## config.mk

```make
export PLATFORM = sky130hd
export DESIGN_NAME = alu_pipe
export DESIGN_NICKNAME = d
export VERILOG_FILES = /design/src/rtl/alu_pipe.sv
export SDC_FILE = /design/constraint.sdc
export NUM_CORES = 1
export LEC_CHECK = 0
export BUFFER_PORTS_ARGS = -buffer_cell sky130_fd_sc_hd__buf_4
export CAP_MARGIN = 20
export CORE_ASPECT_RATIO = 1.4
export CORE_UTILIZATION = 50
export DETAILED_ROUTE_END_ITERATION = 10
export PLACE_DENSITY = 0.69
export SLEW_MARGIN = 10
export SYNTH_ARGS = -nofsm -noshare
export SYNTH_HDL_FRONTEND = slang
export SYNTH_SLANG_ARGS = --single-unit
export TNS_END_PERCENT = 100
```

## constraint.sdc

```tcl
create_clock -name clk -period 3.7 [get_ports clk]
set_clock_uncertainty 0.15 [all_clocks]
set_input_delay 0.555 -clock clk [delete_from_list [all_inputs] [get_ports clk]]
set_output_delay 0.555 -clock clk [all_outputs]
set_load 0.05 [all_outputs]
```

## src/rtl/alu_pipe.sv

```systemverilog
// Pipelined ALU: single-cycle logic/arithmetic ops with a one-deep output register.
// Define ALU_PIPE_MUL_EN to enable the iterative shift-add multiplier on opcode 15.
module alu_pipe #(
  parameter int WIDTH = 8
) (
  input  logic             clk,
  input  logic             rst_n,
  input  logic             in_valid,
  output logic             in_ready,
  input  logic [WIDTH-1:0] A,
  input  logic [WIDTH-1:0] B,
  input  logic [3:0]       opcode,
  output logic             out_valid,
  input  logic             out_ready,
  output logic [WIDTH-1:0] result,
  output logic [3:0]       flags,
  output logic             err
);

  localparam int SW = (WIDTH > 1) ? $clog2(WIDTH) : 1;

  localparam logic [3:0] OP_ADD  = 4'd0;
  localparam logic [3:0] OP_SUB  = 4'd1;
  localparam logic [3:0] OP_AND  = 4'd2;
  localparam logic [3:0] OP_OR   = 4'd3;
  localparam logic [3:0] OP_XOR  = 4'd4;
  localparam logic [3:0] OP_NOR  = 4'd5;
  localparam logic [3:0] OP_NAND = 4'd6;
  localparam logic [3:0] OP_PASS = 4'd7;
  localparam logic [3:0] OP_SHL  = 4'd8;
  localparam logic [3:0] OP_SHR  = 4'd9;
  localparam logic [3:0] OP_SRA  = 4'd10;
  localparam logic [3:0] OP_SLT  = 4'd11;
  localparam logic [3:0] OP_SLTU = 4'd12;
`ifdef ALU_PIPE_MUL_EN
  localparam logic [3:0] OP_MUL  = 4'd15;
  localparam int CW = $clog2(WIDTH + 1);
  localparam logic [CW-1:0] CNT_LAST = CW'(WIDTH - 1);
`endif

  typedef enum logic [1:0] {
    ST_IDLE = 2'd0,
`ifdef ALU_PIPE_MUL_EN
    ST_MUL  = 2'd1,
`endif
    ST_HOLD = 2'd2
  } state_t;

  state_t             state_r;
  logic [WIDTH-1:0]   result_r;
  logic [3:0]         flags_r;
  logic               err_r;

  logic [WIDTH:0]     sum_s;
  logic [WIDTH:0]     diff_s;
  logic [SW-1:0]      shamt_s;
  logic [WIDTH-1:0]   alu_res_s;
  logic               alu_c_s;
  logic               alu_v_s;
  logic               alu_err_s;
  logic               accept_s;

`ifdef ALU_PIPE_MUL_EN
  logic [2*WIDTH-1:0] mcand_r;
  logic [WIDTH-1:0]   mplier_r;
  logic [2*WIDTH-1:0] acc_r;
  logic [CW-1:0]      cnt_r;
  logic [2*WIDTH-1:0] prod_s;
`endif

  // Flags are packed {N,Z,C,V}; N and Z always follow the result value.
  function automatic logic [3:0] pack_flags(input logic [WIDTH-1:0] r,
                                            input logic c,
                                            input logic v);
    return {r[WIDTH-1], (r == {WIDTH{1'b0}}), c, v};
  endfunction

  // Handshake readiness: HOLD can take a new request only while the result drains.
  always_comb begin
    in_ready = 1'b0;
    case (state_r)
      ST_IDLE: in_ready = 1'b1;
      ST_HOLD: in_ready = out_ready;
      default: in_ready = 1'b0;
    endcase
  end

  assign accept_s = in_valid && in_ready;

  // Single-cycle datapath evaluated directly on the request inputs.
  always_comb begin
    sum_s     = {1'b0, A} + {1'b0, B};
    diff_s    = {1'b0, A} - {1'b0, B};
    shamt_s   = B[SW-1:0];
    alu_res_s = {WIDTH{1'b0}};
    alu_c_s   = 1'b0;
    alu_v_s   = 1'b0;
    alu_err_s = 1'b0;
    case (opcode)
      OP_ADD: begin
        alu_res_s = sum_s[WIDTH-1:0];
        alu_c_s   = sum_s[WIDTH];
        alu_v_s   = (A[WIDTH-1] == B[WIDTH-1]) && (sum_s[WIDTH-1] != A[WIDTH-1]);
      end
      OP_SUB: begin
        // diff_s[WIDTH] is the borrow, i.e. A < B unsigned.
        alu_res_s = diff_s[WIDTH-1:0];
        alu_c_s   = diff_s[WIDTH];
        alu_v_s   = (A[WIDTH-1] != B[WIDTH-1]) && (diff_s[WIDTH-1] != A[WIDTH-1]);
      end
      OP_AND:  alu_res_s = A & B;
      OP_OR:   alu_res_s = A | B;
      OP_XOR:  alu_res_s = A ^ B;
      OP_NOR:  alu_res_s = ~(A | B);
      OP_NAND: alu_res_s = ~(A & B);
      OP_PASS: alu_res_s = A;
      OP_SHL:  alu_res_s = A << shamt_s;
      OP_SHR:  alu_res_s = A >> shamt_s;
      OP_SRA:  alu_res_s = WIDTH'($signed(A) >>> shamt_s);
      OP_SLT:  alu_res_s = {{(WIDTH-1){1'b0}}, ($signed(A) < $signed(B))};
      OP_SLTU: alu_res_s = {{(WIDTH-1){1'b0}}, (A < B)};
`ifdef ALU_PIPE_MUL_EN
      OP_MUL:  alu_res_s = {WIDTH{1'b0}};
`endif
      default: alu_err_s = 1'b1;
    endcase
  end

`ifdef ALU_PIPE_MUL_EN
  assign prod_s = acc_r + (mplier_r[0] ? mcand_r : {(2*WIDTH){1'b0}});
`endif

  // Control FSM and output/multiplier registers.
  always_ff @(posedge clk or negedge rst_n) begin
    if (!rst_n) begin
      state_r  <= ST_IDLE;
      result_r <= {WIDTH{1'b0}};
      flags_r  <= 4'd0;
      err_r    <= 1'b0;
`ifdef ALU_PIPE_MUL_EN
      mcand_r  <= {(2*WIDTH){1'b0}};
      mplier_r <= {WIDTH{1'b0}};
      acc_r    <= {(2*WIDTH){1'b0}};
      cnt_r    <= {CW{1'b0}};
`endif
    end else begin
      case (state_r)
        ST_IDLE, ST_HOLD: begin
          if (accept_s) begin
`ifdef ALU_PIPE_MUL_EN
            if (opcode == OP_MUL) begin
              state_r  <= ST_MUL;
              mcand_r  <= {{WIDTH{1'b0}}, A};
              mplier_r <= B;
              acc_r    <= {(2*WIDTH){1'b0}};
              cnt_r    <= {CW{1'b0}};
            end else
`endif
            begin
              state_r  <= ST_HOLD;
              result_r <= alu_res_s;
              flags_r  <= pack_flags(alu_res_s, alu_c_s, alu_v_s);
              err_r    <= alu_err_s;
            end
          end else if ((state_r == ST_HOLD) && out_ready) begin
            state_r <= ST_IDLE;
          end else begin
            state_r <= state_r;
          end
        end
`ifdef ALU_PIPE_MUL_EN
        ST_MUL: begin
          // One multiplier bit per cycle; the last step lands straight in HOLD.
          acc_r    <= prod_s;
          mcand_r  <= {mcand_r[2*WIDTH-2:0], 1'b0};
          mplier_r <= {1'b0, mplier_r[WIDTH-1:1]};
          cnt_r    <= cnt_r + {{(CW-1){1'b0}}, 1'b1};
          if (cnt_r == CNT_LAST) begin
            state_r  <= ST_HOLD;
            result_r <= prod_s[WIDTH-1:0];
            flags_r  <= pack_flags(prod_s[WIDTH-1:0],
                                   (prod_s[2*WIDTH-1:WIDTH] != {WIDTH{1'b0}}), 1'b0);
            err_r    <= 1'b0;
          end else begin
            state_r <= ST_MUL;
          end
        end
`endif
        default: state_r <= ST_IDLE;
      endcase
    end
  end

  assign out_valid = (state_r == ST_HOLD);
  assign result    = result_r;
  assign flags     = flags_r;
  assign err       = err_r;

endmodule

```

==> tab_implementation.tex, run 1 <==
\begin{tabular}{lr}
\hline
Metric & Value \\
\hline
\multicolumn{2}{l}{\textbf{Run status}} \\
\quad Outcome & complete, no violations \\
\multicolumn{2}{l}{\textbf{GRT}} \\
\quad Met2 layer usage reported by global route & around 52\% \\
\quad Number of antenna violations at the first check in global routing & 0 \\
\quad Met1 Track Usage GR & between 30\% and 40\% \\
\quad Total routing usage reported by global routing & between 20\% and 30\% \\
\quad Number of global-route vias before repair & $\sim$2.6k \\
\quad Global route hottest layer & met2 \\
\quad GRT overflow & 0 \\
\quad Maximum number of pins on one net before global-route repair & 32 \\
\quad First-pass GRT wire length & approximately 12 mm \\
\quad Met3 layer usage reported by global route & around 2.1\% \\
\multicolumn{2}{l}{\textbf{Place}} \\
\quad DP Wirelength & between 5 and 6 mm \\
\quad Cell total after placement & roughly 400 \\
\quad Port buffer count & 38 \\
\quad Pre-CTS setup slack & $\sim$0.38 ns \\
\quad Instance area after placement & 0.00288 mm2 \\
\quad Routability congestion estimate from global placement & 0.979 \\
\multicolumn{2}{l}{\textbf{Logic synthesis}} \\
\quad Adder and majority gate portion of the synthesized area & between 10\% and 20\% \\
\quad Synth Area in Compound Gates & approximately a quarter \\
\quad Synthesized area per cell & slightly above 8 um2 \\
\quad Simple-Gate Fraction of Synth Area & between 20\% and 30\% \\
\quad Number of synthesis warnings & 0 \\
\quad Dominant combinational cell family by area after synthesis & compound AO/OA/AOI/OAI gates \\
\quad Dominant synthesized flop cell & sky130\_fd\_sc\_hd\_\_dfrtp\_1 \\
\quad Portion of the post-synthesis area used by sequential elements & 12.5\% \\
\quad Post-synthesis share of cell area spent on xor and xnor gates & 3.03\% \\
\quad Syn Std Cell Area & $\sim$0.0026 mm2 \\
\quad Number of standard cells after synthesis & about 320 \\
\quad Library cells used by synthesis & 64 \\
\quad Synth async-reset ratio & 100\% \\
\quad Share of cell area taken by muxes after synthesis & between 10\% and 20\% \\
\quad Total of flip-flops plus latches after synthesis & 13 \\
\quad Net count after synthesis & between 300 and 400 \\
\quad Post-synth EDFFs & 0 \\
\multicolumn{2}{l}{\textbf{Timing}} \\
\quad Number of max-slew violations in the final report & 0 \\
\quad Normalized max-slew margin & $\sim$45\% \\
\quad Final setup fails & 0 \\
\quad Maximum clock rate & 323 MHz \\
\quad Slew @ Worst Pin & around 0.81 ns \\
\quad Setup repair after global routing missed its margin & false \\
\quad Final hold violation count & 0 \\
\quad Min Hold Slack & between 0.3 and 0.4 ns \\
\quad Period utilization & 83.6\% \\
\quad Final period demand of the worst path & 3.09 ns \\
\quad Final setup margin & just over 0.6 ns \\
\quad Total negative setup slack & 0 ns \\
\multicolumn{2}{l}{\textbf{Setup path}} \\
\quad Kind of end point of the critical path & register \\
\quad Worst Path Class, Setup & in2reg \\
\quad Reg2reg setup slack & about 1.5 ns \\
\quad Worst path required time & between 3 and 4 ns \\
\quad Length in cells of the worst reg-to-reg path & 7 \\
\quad Worst endpoint data arrival time & around 3.1 ns \\
\quad Peak fanout along the critical path & 18 \\
\quad Crit path from & B[0] \\
\quad Timing endpoint of the critical path & flags[2] \\
\quad Launching point of the worst reg2reg path & state\_r[1] \\
\quad Critical path startpoint category & input port \\
\quad Worst reg2reg endpoint & flags[2] \\
\multicolumn{2}{l}{\textbf{Layout}} \\
\quad Diode count & 0 \\
\quad Final cell count without fillers & 407 \\
\quad Final Instance Area & $\sim$0.0029 mm2 \\
\quad Relative area change from synthesis to final layout & 12.7\% \\
\quad Final standard cell utilization of the core & between 50\% and 60\% \\
\quad Layout cells sized above 1 & 19.8\% \\
\quad Number of nets in the final layout & $\sim$400 \\
\quad Filler cell count & around 500 \\
\multicolumn{2}{l}{\textbf{Clock tree}} \\
\quad Post-CTS resize count & 0 \\
\quad Clock Root Buffer & sky130\_fd\_sc\_hd\_\_clkbuf\_8 \\
\quad TritonCTS buffer count & 3 \\
\quad Clock sink count & 13 \\
\quad Number of buffers inserted by post-CTS setup repair & 0 \\
\quad Maximum root-to-sink buffer count & 2 \\
\quad Count of H-tree levels built during CTS & 1 \\
\quad CTS hold repair buffers & 1 \\
\quad Clock transition at the registers of the reported paths & roughly 0.05 ns \\
\quad CTS tree & yes \\
\quad Clk Latency, worst-skew pair & roughly 0.25 ns \\
\multicolumn{2}{l}{\textbf{Floorplan}} \\
\quad Overall die area & 0.00550 mm2 \\
\quad Overall die height & 87.3 um \\
\quad Std-Cell Core Area & roughly 0.0049 mm2 \\
\quad Initial core utilization & approximately 53\% \\
\quad Overall die width & approximately 63 um \\
\quad Total I/O pin count & 39 \\
\quad FP Rows & 30 \\
\multicolumn{2}{l}{\textbf{Routing}} \\
\quad Starting DRC count in detailed routing & between 150 and 200 \\
\quad First drt pass iteration count & 5 \\
\quad Via Count & between 2k and 3k \\
\quad Avg WL per Cell & 18.8 um \\
\quad DRT antenna net count & 0 \\
\quad Detailed-route vias per instance & around 6.6 \\
\quad Detailed-route DRC error count & 0 \\
\quad Wirelength, routed & 7.63 mm \\
\multicolumn{2}{l}{\textbf{Power and ir drop}} \\
\quad Total Power & between 0.7 and 0.8 mW \\
\quad Pwr dens & roughly 260 mW/mm2 \\
\quad Peak supply drop & around 0.0001 V \\
\quad Standby leakage power & $\sim$1.3 nW \\
\multicolumn{2}{l}{\textbf{Flow run}} \\
\quad Maxcap violations & 0 \\
\multicolumn{2}{l}{\textbf{Worst hold path}} \\
\quad Type of the most critical hold path & reg2reg \\
\hline
\end{tabular}
-- placed cells by master (no fill, tap or decap), drive strengths merged, types with 11 or more instances in the layout --
cell	n
mux2i	11
a21oi	11
buf	42
o21ai	13
dfrtp	13
ha	25
nand2b	11
inv	27
nand2	24
nor2	16
-- synthesized netlist by cell type, types with 2 or more instances --
cell type	count	area (um2)
sky130_fd_sc_hd__a2111oi_0	7	61.3
sky130_fd_sc_hd__a211oi_1	7	52.6
sky130_fd_sc_hd__a21o_1	2	15.0
sky130_fd_sc_hd__a21oi_1	11	55.1
sky130_fd_sc_hd__a221o_1	2	20.0
sky130_fd_sc_hd__a22o_1	2	17.5
sky130_fd_sc_hd__a22oi_1	2	15.0
sky130_fd_sc_hd__a311o_1	2	20.0
sky130_fd_sc_hd__a311oi_1	3	26.3
sky130_fd_sc_hd__a31oi_1	6	37.5
sky130_fd_sc_hd__a32oi_1	2	17.5
sky130_fd_sc_hd__and2_1	3	18.8
sky130_fd_sc_hd__and3_1	8	50.1
sky130_fd_sc_hd__and4_1	2	17.5
sky130_fd_sc_hd__buf_1	4	15.0
sky130_fd_sc_hd__buf_2	6	30.0
sky130_fd_sc_hd__buf_4	3	22.5
sky130_fd_sc_hd__clkbuf_1	11	41.3
sky130_fd_sc_hd__dfrtp_1	13	325
sky130_fd_sc_hd__fa_1	2	40.0
sky130_fd_sc_hd__ha_1	25	313
sky130_fd_sc_hd__inv_1	26	97.6
sky130_fd_sc_hd__mux2_2	7	78.8
sky130_fd_sc_hd__mux2i_1	11	110
sky130_fd_sc_hd__mux4_2	10	225
sky130_fd_sc_hd__nand2_1	24	90.1
sky130_fd_sc_hd__nand2b_1	10	62.6
sky130_fd_sc_hd__nand3_1	6	30.0
sky130_fd_sc_hd__nand4_1	2	12.5
sky130_fd_sc_hd__nor2_1	16	60.1
sky130_fd_sc_hd__nor2b_1	6	37.5
sky130_fd_sc_hd__nor3_1	10	50.1
sky130_fd_sc_hd__nor4_1	5	31.3
sky130_fd_sc_hd__o2111ai_1	2	17.5
sky130_fd_sc_hd__o21ai_0	13	65.1
sky130_fd_sc_hd__o221ai_1	2	17.5
sky130_fd_sc_hd__o22ai_1	4	25.0
sky130_fd_sc_hd__o31ai_1	4	30.0
sky130_fd_sc_hd__o32a_1	2	20.0
sky130_fd_sc_hd__o41ai_1	2	17.5
sky130_fd_sc_hd__or3_1	2	12.5
sky130_fd_sc_hd__or4_1	5	37.5
sky130_fd_sc_hd__xnor2_1	7	61.3
sky130_fd_sc_hd__xor2_1	2	17.5
-- layout make-up --
class / count / area (um2) / area share [%]
Multi-Input combinational cell: 256 / 2050 / 70.1
Sequential cell: 13 / 325 / 11.1
Timing Repair Buffer: 43 / 325 / 11.1
Inverter: 27 / 101 / 3.46
Tap cell: 64 / 80.1 / 2.73
Clock buffer: 4 / 45.0 / 1.54
-- per-layer routing --
layer  vias to the layer above  share of wire [%]
li1                       1265                  -
met1                      1270                 39
met2                       126                 50
met3                        33                6.0
met4                         0                5.6
met5                         -                  0
-- sequential cells by signal, indices dropped and copies added (netlist names) --
signal / cells
flags: 3
state_r: 1
result: 8
err: 1
-- worst max-delay path, stage by stage --
cell,delay (ns)
sky130_fd_sc_hd__buf_4,0.25
sky130_fd_sc_hd__ha_1,0.26
sky130_fd_sc_hd__inv_1,0.07
sky130_fd_sc_hd__fa_1,0.40
sky130_fd_sc_hd__nand2b_1,0.11
sky130_fd_sc_hd__a2111oi_0,0.09
sky130_fd_sc_hd__a2111oi_0,0.45
sky130_fd_sc_hd__nand4_1,0.21
sky130_fd_sc_hd__nor4_1,0.34
sky130_fd_sc_hd__nand4_1,0.15
sky130_fd_sc_hd__o31ai_2,0.21
-- report_power, final --
part           internal (mW)  total (mW)  leakage [nW]  switching (mW)
Clock                 0.0762       0.128        0.0228          0.0517
Sequential             0.164       0.176         0.161          0.0121
Combinational          0.168       0.449          1.11           0.281
Total                  0.408       0.753          1.30           0.345
-- how the worst min path moves through the flow --
stage | cells after the start | slack, ns | end | from
detailed placement | 1 | 0.26 | flags[0] | rst_n
CTS | 2 | 0.33 | err | err
floorplan | 0 | 0.11 | err | rst_n
global route | 2 | 0.36 | flags[1] | flags[1]
global placement | 1 | 0.25 | flags[0] | rst_n
finish | 2 | 0.33 | err | err
-- cell families (layout without fill, tap and decap cells) --
family	Yosys count	in the layout
compound gates	85	85
xor+xnor	9	9
fa+ha+maj	27	27
buf+inv	52	74
flops	13	13
mux	28	28
simple gates	107	107
Power figures use the tool's default switching activity.
==> run 2, diff against run 1 <==
--- a/config.mk
+++ b/config.mk
@@ -5,12 +5,13 @@
 export SDC_FILE = /design/constraint.sdc
 export NUM_CORES = 1
 export LEC_CHECK = 0
+export ABC_AREA = 1
 export BUFFER_PORTS_ARGS = -buffer_cell sky130_fd_sc_hd__buf_4
 export CAP_MARGIN = 20
 export CORE_ASPECT_RATIO = 1.4
 export CORE_UTILIZATION = 50
 export DETAILED_ROUTE_END_ITERATION = 10
-export PLACE_DENSITY = 0.69
+export PLACE_DENSITY = 0.72
 export SLEW_MARGIN = 10
 export SYNTH_ARGS = -nofsm -noshare
 export SYNTH_HDL_FRONTEND = slang
==> constraint.sdc (replaced) <==
create_clock -name clk -period 2.5 [get_ports clk]
set_clock_uncertainty 0.15 [all_clocks]
set_input_delay 0.375 -clock clk [delete_from_list [all_inputs] [get_ports clk]]
set_output_delay 0.375 -clock clk [all_outputs]
set_load 0.05 [all_outputs]
==> run 2 against run 1 <==
Net effect: core utilization rose by 0.85 points; sequential share of layout area fell by 0.67 points; area after synthesis rose by 3.2%; largest power group unchanged; via count rose by 30%; die area rose by 3.1%; non-clock buffer count rose by 8; register-to-register slack got worse by 0.73 ns; critical path depth rose by 3.
==> tab_implementation.tex, run 2 <==
\begin{tabular}{lr}
\hline
Metric & Value \\
\hline
\multicolumn{2}{l}{\textbf{Routing}} \\
\quad Detailed-route DRC error count & 0 (unchanged) \\
\quad First drt pass iteration count & 6 (was 5) \\
\quad Starting DRC count in detailed routing & 208 (was 157) \\
\quad DRT antenna net count & 0 (unchanged) \\
\quad Wirelength, routed & 9.76 mm (was 7.63 mm) \\
\quad Avg WL per Cell & 16.0 um (was 18.8 um) \\
\quad Detailed-route vias per instance & 5.74 (was 6.62) \\
\quad Via Count & 3494 (was 2694) \\
\multicolumn{2}{l}{\textbf{Timing}} \\
\quad Final hold violation count & 0 (unchanged) \\
\quad Setup repair after global routing missed its margin & false (unchanged) \\
\quad Normalized max-slew margin & 42.4\% (was 44.6\%) \\
\quad Final period demand of the worst path & 2.25 ns \\
\quad Slew @ Worst Pin & 0.862 ns (was 0.810 ns) \\
\quad Number of max-slew violations in the final report & 0 (unchanged) \\
\quad Total negative setup slack & 0 ns (unchanged) \\
\quad Final setup fails & 0 (unchanged) \\
\quad Period utilization & between 80 and 90\% \\
\quad Maximum clock rate & 445 MHz \\
\quad Min Hold Slack & 0.187 ns (was 0.326 ns) \\
\multicolumn{2}{l}{\textbf{Clock tree}} \\
\quad Clock sink count & 13 (unchanged) \\
\quad Clock Root Buffer & sky130\_fd\_sc\_hd\_\_clkbuf\_8 (unchanged) \\
\quad Clk Latency, worst-skew pair & 0.24 ns (was 0.25 ns) \\
\quad Maximum root-to-sink buffer count & 2 (unchanged) \\
\quad Clock transition at the registers of the reported paths & 0.05 ns (about the same) \\
\quad TritonCTS buffer count & 3 (unchanged) \\
\quad Number of buffers inserted by post-CTS setup repair & 0 (unchanged) \\
\quad CTS tree & yes (unchanged) \\
\quad Count of H-tree levels built during CTS & 1 (unchanged) \\
\multicolumn{2}{l}{\textbf{Logic synthesis}} \\
\quad Synth top cells by count & 181 x sky130\_fd\_sc\_hd\_\_nand2\_1, 86 x sky130\_fd\_sc\_hd\_\_nand3\_1, 59 x sky130\_fd\_sc\_hd\_\_nor2\_1 (was 26 x sky130\_fd\_sc\_hd\_\_inv\_1, 25 x sky130\_fd\_sc\_hd\_\_ha\_1, 24 x sky130\_fd\_sc\_hd\_\_nand2\_1) \\
\quad Synth Area in Compound Gates & 6.57\% (was 23.8\%) \\
\quad Share of cell area taken by muxes after synthesis & 0\% (was 15.9\%) \\
\quad Top cell type's share of synthesized area & 25.3\% (was 12.5\%) \\
\quad Simple-Gate Fraction of Synth Area & 56.1\% (was 22.7\%) \\
\quad Library cells used by synthesis & 31 (was 64) \\
\quad Dominant combinational cell family by area after synthesis & simple AND/OR/NAND/NOR gates (was compound AO/OA/AOI/OAI gates) \\
\quad Adder and majority gate portion of the synthesized area & 13.1\% (was 13.6\%) \\
\quad Net count after synthesis & 555 (was 372) \\
\quad Synth async-reset ratio & 100\% (unchanged) \\
\quad Top cells by area, synth & sky130\_fd\_sc\_hd\_\_nand2\_1 25\%, sky130\_fd\_sc\_hd\_\_nand3\_1 16\%, sky130\_fd\_sc\_hd\_\_dfrtp\_1 12\% (was sky130\_fd\_sc\_hd\_\_dfrtp\_1 13\%, sky130\_fd\_sc\_hd\_\_ha\_1 12\%, sky130\_fd\_sc\_hd\_\_mux4\_2 8.7\%) \\
\quad Number of standard cells after synthesis & 504 (was 321) \\
\quad Dominant synthesized flop cell & sky130\_fd\_sc\_hd\_\_dfrtp\_1 (unchanged) \\
\quad Syn Std Cell Area & 0.00269 mm2 (was 0.00260 mm2) \\
\quad Synthesized area per cell & 5.33 um2 (was 8.10 um2) \\
\quad Cell type contributing the most total cell area after synthesis & sky130\_fd\_sc\_hd\_\_nand2\_1 (was sky130\_fd\_sc\_hd\_\_dfrtp\_1) \\
\quad Post-synth EDFFs & 0 (unchanged) \\
\quad Total of flip-flops plus latches after synthesis & 13 (unchanged) \\
\quad Portion of the post-synthesis area used by sequential elements & 12.1\% (was 12.5\%) \\
\quad Most instantiated library cell after synthesis & sky130\_fd\_sc\_hd\_\_nand2\_1 (was sky130\_fd\_sc\_hd\_\_inv\_1) \\
\quad Post-synthesis share of cell area spent on xor and xnor gates & 0.652\% (was 3.03\%) \\
\quad Number of synthesis warnings & 0 (unchanged) \\
\multicolumn{2}{l}{\textbf{Setup path}} \\
\quad Worst endpoint data arrival time & 2.28 ns (was 3.10 ns) \\
\quad Peak fanout along the critical path & 11 (was 18) \\
\quad Kind of end point of the critical path & register (unchanged) \\
\quad Length in cells of the worst reg-to-reg path & 9 (was 7) \\
\quad Launching point of the worst reg2reg path & state\_r[1] (unchanged) \\
\quad Critical path startpoint category & input port (unchanged) \\
\quad Reg2reg setup slack & 0.78 ns (was 1.51 ns) \\
\quad Worst reg2reg endpoint & flags[2] (unchanged) \\
\quad Worst path required time & 2.53 ns (was 3.71 ns) \\
\quad Worst Path Class, Setup & in2reg (unchanged) \\
\multicolumn{2}{l}{\textbf{Power and ir drop}} \\
\quad Pwr dens & 361 mW/mm2 (was 257 mW/mm2) \\
\quad Peak supply drop & 0.000140 V (was 0.000101 V) \\
\quad Standby leakage power & 1.78 nW (was 1.30 nW) \\
\multicolumn{2}{l}{\textbf{Run status}} \\
\quad Outcome & complete, no violations (unchanged) \\
\multicolumn{2}{l}{\textbf{Layout}} \\
\quad Relative area change from synthesis to final layout & 16.2\% (was 12.7\%) \\
\quad Layout cells sized above 1 & 12.0\% (was 19.8\%) \\
\quad Diode count & 0 (unchanged) \\
\quad Number of nets in the final layout & 595 (was 395) \\
\quad Most common library cell in the layout ignoring fill and taps & sky130\_fd\_sc\_hd\_\_nand2\_1 (was sky130\_fd\_sc\_hd\_\_buf\_4) \\
\quad Most frequent cells in the layout & 181 x sky130\_fd\_sc\_hd\_\_nand2\_1, 86 x sky130\_fd\_sc\_hd\_\_nand3\_1, 59 x sky130\_fd\_sc\_hd\_\_nor2\_1 (was 42 x sky130\_fd\_sc\_hd\_\_buf\_4, 26 x sky130\_fd\_sc\_hd\_\_inv\_1, 25 x sky130\_fd\_sc\_hd\_\_ha\_1) \\
\quad Number of flip-flops in the largest register & 8 (unchanged) \\
\multicolumn{2}{l}{\textbf{GRT}} \\
\quad Total routing usage reported by global routing & 35.3\% (was 29.1\%) \\
\quad Maximum number of pins on one net before global-route repair & 18 (was 32) \\
\quad First-pass GRT wire length & 15.1 mm (was 12.5 mm) \\
\quad Number of global-route vias before repair & 3199 (was 2572) \\
\quad GRT overflow & 0 (unchanged) \\
\quad Number of antenna violations at the first check in global routing & 0 (unchanged) \\
\multicolumn{2}{l}{\textbf{Floorplan}} \\
\quad Overall die area & 0.00567 mm2 (was 0.00550 mm2) \\
\quad Total I/O pin count & 39 (unchanged) \\
\quad Overall die width & 63.9 um (was 63.0 um) \\
\quad Initial core utilization & 52.0\% (was 52.9\%) \\
\quad Overall die height & 88.7 um (was 87.3 um) \\
\quad FP Rows & 31 (was 30) \\
\quad Std-Cell Core Area & 0.00516 mm2 (was 0.00492 mm2) \\
\multicolumn{2}{l}{\textbf{Worst hold path}} \\
\quad Source of the worst hold timing path & in\_valid (was err) \\
\quad Type of the most critical hold path & in2reg (was reg2reg) \\
\quad Instance count along the most critical hold path & 3 (was 2) \\
\quad End point of the most critical hold path & state\_r[1] (was err) \\
\multicolumn{2}{l}{\textbf{Flow run}} \\
\quad Maxcap violations & 0 (unchanged) \\
\multicolumn{2}{l}{\textbf{Place}} \\
\quad DP Wirelength & 8.09 mm (was 5.97 mm) \\
\quad Port buffer count & 38 (unchanged) \\
\quad Routability congestion estimate from global placement & 1.05 (was 0.979) \\
\hline
\end{tabular}
-- run 2: worst max-delay path by stage --
| stage | depth (start not counted) | end | startpoint |
|---|---|---|---|
| after floorplan | 14 | flags[2] | A[7] |
| after global placement | 14 | flags[2] | B[0] |
| after detailed placement | 14 | flags[2] | B[0] |
| after CTS | 14 | flags[2] | B[0] |
| after global routing | 14 | flags[2] | B[0] |
| final | 14 | flags[2] | B[0] |
-- run 2: per-layer routing --
metal,wire length (um),global-route usage (%),share of wire [%],vias up
met3,651,3.48,6.7,56
li1,-,-,-,1688
met1,3560,36.5,36,1565
met5,0,0,0,-
met2,4770,64.1,49,185
met4,788,29.3,8.1,0
-- run 2: cell families after synthesis --
group                      count (synthesis)
and+or+nand+nor                          353
buffers and inverters                     77
AOI/OAI and AO/OA                         32
adders and majority gates                 27
DFF                                       13
xor gates and xnor gates                   2
-- run 2: cell type report --
type,count,area [um2]
timing repair buffer,51,385
sequential,13,325
multi-input combinational,414,2050
clock buffer,4,45.0
tap,66,82.6
inverter,61,229
fill,550,2040
-- run 2: stage by stage --
step           std cells  setup slack [ns]  instance area [um2]  util (%)  power (mW)
5_1_grt              609            0.0248                 3120      60.5        1.20
3_5_place_dp         604            0.0451                 3060      59.4       0.929
2_1_floorplan        504             0.327                 2690         -       0.712
3_3_place_gp         604             0.110                 3060      59.4       0.924
4_1_cts              609             0.298                 3120      60.5        1.12
6_report             609             0.253                 3120      60.5        1.12
-- run 2: critical path, stage by stage --
cell	delay, ns
sky130_fd_sc_hd__buf_4	0.15
sky130_fd_sc_hd__ha_1	0.29
sky130_fd_sc_hd__fa_1	0.47
sky130_fd_sc_hd__nor2_1	0.12
sky130_fd_sc_hd__nor2_1	0.06
sky130_fd_sc_hd__nand2_1	0.06
sky130_fd_sc_hd__nand2_1	0.04
sky130_fd_sc_hd__nor2_1	0.12
sky130_fd_sc_hd__nand3_1	0.08
sky130_fd_sc_hd__nor2_1	0.18
sky130_fd_sc_hd__nand3_1	0.09
sky130_fd_sc_hd__nor2_1	0.10
sky130_fd_sc_hd__nand3_1	0.08
sky130_fd_sc_hd__nand2_1	0.06
-- run 2: repair_timing --
action                    CTS  global route
hold buffers                1             0
resized for setup           0             0
hold endpoints to repair   13             0
-- run 2: power by group --
group	switching [mW]	total (mW)	leakage (nW)	internal, mW
Sequential	0.0174	0.260	0.164	0.242
Clock	0.0731	0.186	0.0228	0.113
Combinational	0.468	0.679	1.59	0.211
